$ cat config.mk
export PLATFORM = sky130hd
export DESIGN_NAME = cfg_write_arbiter
export DESIGN_NICKNAME = d
export VERILOG_FILES = /design/src/rtl/cfg_write_arbiter.sv
export SDC_FILE = /design/constraint.sdc
export NUM_CORES = 1
export LEC_CHECK = 0
export ABC_AREA = 1
export BUFFER_PORTS_ARGS = -buffer_cell sky130_fd_sc_hd__buf_2
export CORE_ASPECT_RATIO = 1.4
export CORE_MARGIN = 1.5
export CORE_UTILIZATION = 25
export DETAILED_ROUTE_END_ITERATION = 10
export PLACE_DENSITY = 0.42
export REMOVE_ABC_BUFFERS = 1
export SLEW_MARGIN = 0
export SYNTH_ARGS = -nofsm -noshare
export SYNTH_HDL_FRONTEND = slang
export SYNTH_SLANG_ARGS = --single-unit
export TNS_END_PERCENT = 1
$ cat constraint.sdc
create_clock -name clk -period 5.4 [get_ports clk]
set_clock_uncertainty 0.05 [all_clocks]
set_input_delay 1.35 -clock clk [delete_from_list [all_inputs] [get_ports clk]]
set_output_delay 1.35 -clock clk [all_outputs]
set_load 0.02 [all_outputs]
$ cat src/rtl/cfg_write_arbiter.sv
`timescale 1ns/1ps
// -----------------------------------------------------------------------------
// cfg_write_arbiter
//
// Shares the single write port of the SNN parameter memory between the SPI
// slave (configuration writes, buffered in a small FIFO) and the SNN core's
// parameter-update requester. Arbitration is round-robin between the two
// sources, and the core can freeze all new grants with mem_lock while a
// timestep is being evaluated.
//
// Ports:
//   clk, reset              system clock, asynchronous active-high reset
//   spi_we/addr/data        SPI write strobe (level, one request per rising
//                           edge) with address/data valid at that edge
//   core_req/addr/data      core write request, held with stable addr/data
//                           until core_gnt
//   mem_lock                high = issue no new grants
//   core_gnt                one-cycle pulse coincident with a core mem_we
//   mem_we/addr/data        parameter memory write port; addr/data hold
//                           their last value while mem_we is low
//   fifo_level, fifo_full   SPI FIFO occupancy and full flag
//   overflow                sticky: an SPI write was dropped
// -----------------------------------------------------------------------------
module cfg_write_arbiter #(
    parameter int ADDR_W     = 4,
    parameter int DATA_W     = 8,
    parameter int FIFO_DEPTH = 4
) (
    input  logic                          clk,
    input  logic                          reset,
    input  logic                          spi_we,
    input  logic [ADDR_W-1:0]             spi_addr,
    input  logic [DATA_W-1:0]             spi_data,
    input  logic                          core_req,
    input  logic [ADDR_W-1:0]             core_addr,
    input  logic [DATA_W-1:0]             core_data,
    input  logic                          mem_lock,
    output logic                          core_gnt,
    output logic                          mem_we,
    output logic [ADDR_W-1:0]             mem_addr,
    output logic [DATA_W-1:0]             mem_data,
    output logic [$clog2(FIFO_DEPTH):0]   fifo_level,
    output logic                          fifo_full,
    output logic                          overflow
);

    localparam int PTR_W   = $clog2(FIFO_DEPTH);
    localparam int ENTRY_W = ADDR_W + DATA_W;
    localparam logic [PTR_W:0] FULL_LEVEL = (PTR_W + 1)'(FIFO_DEPTH);

    typedef enum logic [1:0] {
        IDLE    = 2'd0,
        SPI_WR  = 2'd1,
        CORE_WR = 2'd2
    } state_t;

    typedef enum logic {
        WIN_SPI  = 1'b0,
        WIN_CORE = 1'b1
    } winner_t;

    state_t  state;
    state_t  next_state;
    winner_t last_winner;

    logic                 spi_we_prev;
    logic                 push_req;
    logic                 push_ok;
    logic                 pop;
    logic                 fifo_empty;
    logic                 spi_pending;
    logic                 core_pending;

    logic [ENTRY_W-1:0]   fifo_mem [FIFO_DEPTH];
    logic [PTR_W-1:0]     wr_ptr;
    logic [PTR_W-1:0]     rd_ptr;
    logic [PTR_W:0]       count;
    logic [ENTRY_W-1:0]   fifo_head;

    // -------------------------------------------------------------------------
    // SPI strobe edge detect and FIFO control
    // -------------------------------------------------------------------------
    assign push_req   = spi_we & ~spi_we_prev;
    assign fifo_empty = (count == '0);
    assign fifo_full  = (count == FULL_LEVEL);
    assign fifo_level = count;
    assign fifo_head  = fifo_mem[rd_ptr];

    // A pop only ever happens when entering SPI_WR, which itself requires a
    // non-empty FIFO, so a push into a full FIFO is safe whenever pop is high.
    assign pop     = (next_state == SPI_WR);
    assign push_ok = push_req & (~fifo_full | pop);

    // NOTE: sequential state is always assigned with <= so every register
    // samples the pre-edge values of its neighbours; = here would create
    // order-dependent simulation and mismatch the synthesized flops.
    always_ff @(posedge clk or posedge reset) begin
        if (reset) begin
            // Reset to 1 so a strobe held high through reset release is not
            // mistaken for a fresh rising edge.
            spi_we_prev <= 1'b1;
            wr_ptr      <= '0;
            rd_ptr      <= '0;
            count       <= '0;
            overflow    <= 1'b0;
        end else begin
            spi_we_prev <= spi_we;
            if (push_ok) begin
                wr_ptr <= wr_ptr + 1'b1;
            end
            if (pop) begin
                rd_ptr <= rd_ptr + 1'b1;
            end
            case ({push_ok, pop})
                2'b10:   count <= count + 1'b1;
                2'b01:   count <= count - 1'b1;
                default: count <= count;
            endcase
            if (push_req && !push_ok) begin
                overflow <= 1'b1;
            end
        end
    end

    // NOTE: the storage array has no reset; its contents are only ever read
    // behind the pointers, which are reset, so clearing it would add a reset
    // net to every bit for no functional benefit.
    always_ff @(posedge clk) begin
        if (push_ok) begin
            fifo_mem[wr_ptr] <= {spi_addr, spi_data};
        end
    end

    // -------------------------------------------------------------------------
    // Arbitration FSM
    // -------------------------------------------------------------------------
    assign spi_pending  = ~fifo_empty;
    // The core's own grant cycle does not count as a pending request: the
    // core drops core_req on seeing core_gnt, so it must not be re-granted.
    assign core_pending = core_req & (state != CORE_WR);

    always_ff @(posedge clk or posedge reset) begin
        if (reset) begin
            state       <= IDLE;
            last_winner <= WIN_CORE;
        end else begin
            state <= next_state;
            if (next_state == SPI_WR) begin
                last_winner <= WIN_SPI;
            end else if (next_state == CORE_WR) begin
                last_winner <= WIN_CORE;
            end
        end
    end

    // NOTE: next_state gets a default before any branch so no path through
    // the block leaves it unassigned, which would otherwise infer a latch.
    always_comb begin
        next_state = IDLE;
        if (mem_lock) begin
            next_state = IDLE;
        end else if (spi_pending && core_pending) begin
            next_state = (last_winner == WIN_CORE) ? SPI_WR : CORE_WR;
        end else if (spi_pending) begin
            next_state = SPI_WR;
        end else if (core_pending) begin
            next_state = CORE_WR;
        end
    end

    assign mem_we   = (state == SPI_WR) || (state == CORE_WR);
    assign core_gnt = (state == CORE_WR);

    // Write address/data are registered on entry to a write state and simply
    // hold afterwards, so the port stays stable while mem_we is low.
    always_ff @(posedge clk or posedge reset) begin
        if (reset) begin
            mem_addr <= '0;
            mem_data <= '0;
        end else if (next_state == SPI_WR) begin
            {mem_addr, mem_data} <= fifo_head;
        end else if (next_state == CORE_WR) begin
            mem_addr <= core_addr;
            mem_data <= core_data;
        end
    end

endmodule

==> run summary <==
* **outcome** completed
* **WS Path Type** in -> reg
* **count of different cell masters after synthesis** 30
* **Synth Cell Area** 3340 µm²
* **Die Height** 140 µm
* **post-layout util** 30.2%
* **setup repair after global routing missed its margin** no
* **DIE AREA** 14,100 µm²
* **count of buffers added by post-CTS timing repair for setup** 0
* **worst hold path class** reg -> reg
* **pin count of the biggest net entering global routing** 28
* **sort of element at the end of the critical path** register
* **Seq. cell area** 2040 µm²
* **stage delay of the slowest cell on the critical path** 0.79 ns
* **final RePlAce weighted congestion** 0.718
* **detailed router's first-iteration violation count** 73
* **number of global-route vias before repair** 2,139
* **count of nets left with antenna violations after detail routing** 0
* **final hold violation count** 0
* **number of antenna violations at the first check in global routing** 0
* **worst-case headroom to the max-slew limit** 30.1%
* **ANT cells** 0
* **Crit-path slowest cell** nor2_1
* **final setup vio count** 0
* **data arrival time at the worst-slack endpoint** 3.70 ns
* **Total Routed Length** 6820 µm
* **cell count after synthesis** 292
* **commonest non-fill, non-tap cells in the layout** nand2_1 (60), edfxtp_1 (48), buf_2 (47)
* **number of maximum-capacitance constraint violations** 0
* **share of synthesized area occupied by flip-flops and latches** 61.2%
* **Clk Latency, worst-skew pair** 0.33 ns
* **internal power** 0.00130 W
* **Period minus WS final** 3.80 ns
* **net switching power of the design** 0.000823 W
* **post-DR vias/cell** 4.01
* **proportion of power drawn by combinational gates** 36.4%
* **DP Wirelength** 5020 µm
* **vias post-DR** 2,087
* **CP max FO** 20
* **CTS sink cnt** 72
* **number of port buffers** 47
* **launching element type of the critical path** input port
* **achievable clock frequency** 0.263 GHz
* **hold buffers post-CTS** 0
* **Initial Util** 25.8%
* **Slew @ Worst Pin** 1.05 ns
* **area growth from synthesis to layout** 17.1%
* **power share of the sequential group** 39.4%
* **setup TNS after final layout** 0 ns
* **share of total power in the clock network** 24.2%
* **Crit path buffers/inverters** 4
* **Max Slew Vio Count** 0
* **clock tree from TritonCTS** yes
* **DIE WIDTH** 101 µm
* **cts repair resizes** 0
* **register clock-pin slew on the reported worst setup and hold paths** 0.05 ns
* **buffer depth of the longest clock path** 2
* **placeable core region** 12,900 µm²
* **std cell rows** 49
* **crit-path leading delay family** simple AND/OR/NAND/NOR gates
* **aggregate global routing overflow** 0
* **worst endpoint required time** 5.30 ns
* **switching part of the total power** 38.8%
* **first-pass GRT wire length** 11,000 µm
* **share of post-route cells with drive strength above 1** 31.2%
* **Pwr Density** 543 nW/µm²
* **maximum resistive drop on vdd** 0.160 mV
* **Seq cells post-synth** 72
* **Num CTS Buffers** 9
* **post-route fraction of the period consumed by the critical path** 70.3%
* **most common cell after layout, fill and taps aside** nand2_1
* **warning count from the yosys run** 0
* **Net count, final** 374
* **cell chain of the critical path** buf_2 -> inv_1 -> nor2_1 -> a211oi_1 -> ha_1 -> buf_4 -> inv_1 -> nand3_1 -> nand2_2 -> nor2_1
* **multi-input combinational cell area** 1010 µm²
* **post-detailed-route wirelength per cell** 13.1 µm
* **H-tree depth reported by CTS** 3
* **filler cell count** 1,338
* **leakage power** 1.63 nW
* **synthesized area per cell** 11.4 µm²
* **TritonRoute pass-1 iters** 4
* **count of boundary I/O pins** 48
* **DR DRC count** 0
* **Tot GR Track Use** 10.6%
* **Clock Tree Root** clkbuf_16
## area by class of cell
type / count / share of cell area, %
clock buffers: 14 / 6.24
clock inverters: 2 / 0.224
inverters: 33 / 3.36
multi-input cells: 174 / 26.0
flip-flops and latches: 72 / 52.3
well taps: 178 / 5.70
repair buffers: 48 / 6.21
## power by group through the flow
stage	combinational, W	clock, W	sequential [W]
floorplan	0.000498	0	0.000896
global placement	0.000781	0	0.000848
detailed placement	0.000793	0	0.000848
CTS	0.000794	0.000531	0.000839
global route	0.000874	0.000552	0.000856
finish	0.000772	0.000513	0.000835
## per-stage QoR
stage | hold WS [ns] | power, W | instances | cell area [µm²] | setup slack, ns
floorplan | 0.420 | 0.00139 | 279 | 3190 | 1.47
global placement | 0.414 | 0.00163 | 505 | 3660 | 1.29
detailed placement | 0.404 | 0.00164 | 505 | 3660 | 1.15
CTS | 0.417 | 0.00216 | 521 | 3910 | 1.49
global route | 0.447 | 0.00228 | 521 | 3910 | 1.30
finish | 0.418 | 0.00212 | 521 | 3910 | 1.60
## cell usage after synthesis (all sizes together)
cell type,count,share of area (%)
a211oi,1,0.22
a21oi,19,3.9
a31o,1,0.26
buf,12,4.0
clkbuf,1,0.41
clkinv,1,0.11
dfrtp,22,16
dfstp,2,1.6
edfxtp,48,43
fa,1,0.60
ha,6,2.2
inv,32,3.8
nand2,71,8.8
nand3,41,9.4
nor2,24,2.8
nor3,2,0.30
o21ai,3,0.56
xnor2,1,0.26
xor2,4,1.0
## worst paths after layout
| path | slack [ns] | end | depth (start not counted) | from |
|---|---|---|---|---|
| worst min register to register | 0.42 | overflow | 1 | overflow |
| max in group asynchronous | 3.47 | mem_addr[1] | 2 | reset |
| worst max-delay path | 1.60 | fifo_mem[1][7] | 10 | core_req |
| min in group asynchronous | 1.21 | rd_ptr[0] | 2 | reset |
| worst max register to register | 2.17 | fifo_mem[1][7] | 10 | state[0] |
| worst min-delay path | 0.42 | overflow | 1 | overflow |
## metal layers
| metal | GRT usage [%] | share of wire (%) | up-vias |
|---|---|---|---|
| met5 | 0 | 0 | - |
| met4 | 5.78 | 2.6 | 0 |
| met3 | 2.71 | 3.7 | 10 |
| met2 | 18.1 | 50 | 39 |
| met1 | 11.9 | 43 | 983 |
| li1 | - | - | 1055 |
## cells by family (layout without fill, tap and decap cells)
| kind of cell | count (synthesis) | in the layout | share of synthesized area (%) |
|---|---|---|---|
| compound gates | 24 | 24 | 4.91 |
| xor+xnor | 5 | 5 | 1.31 |
| flops | 72 | 72 | 61.2 |
| fa+ha+maj | 7 | 7 | 2.85 |
| buf+inv | 46 | 97 | 8.36 |
| simple gates | 138 | 138 | 21.3 |
## sequential cells by signal (all words and copies together), names as in the netlist
register     cells
mem_data         8
overflow         1
fifo_level       3
fifo_mem        48
mem_addr         4
rd_ptr           2
spi_we_prev      1
last_winner      1
state            2
wr_ptr           2
Note: power is estimated with default switching activity, not from simulation.
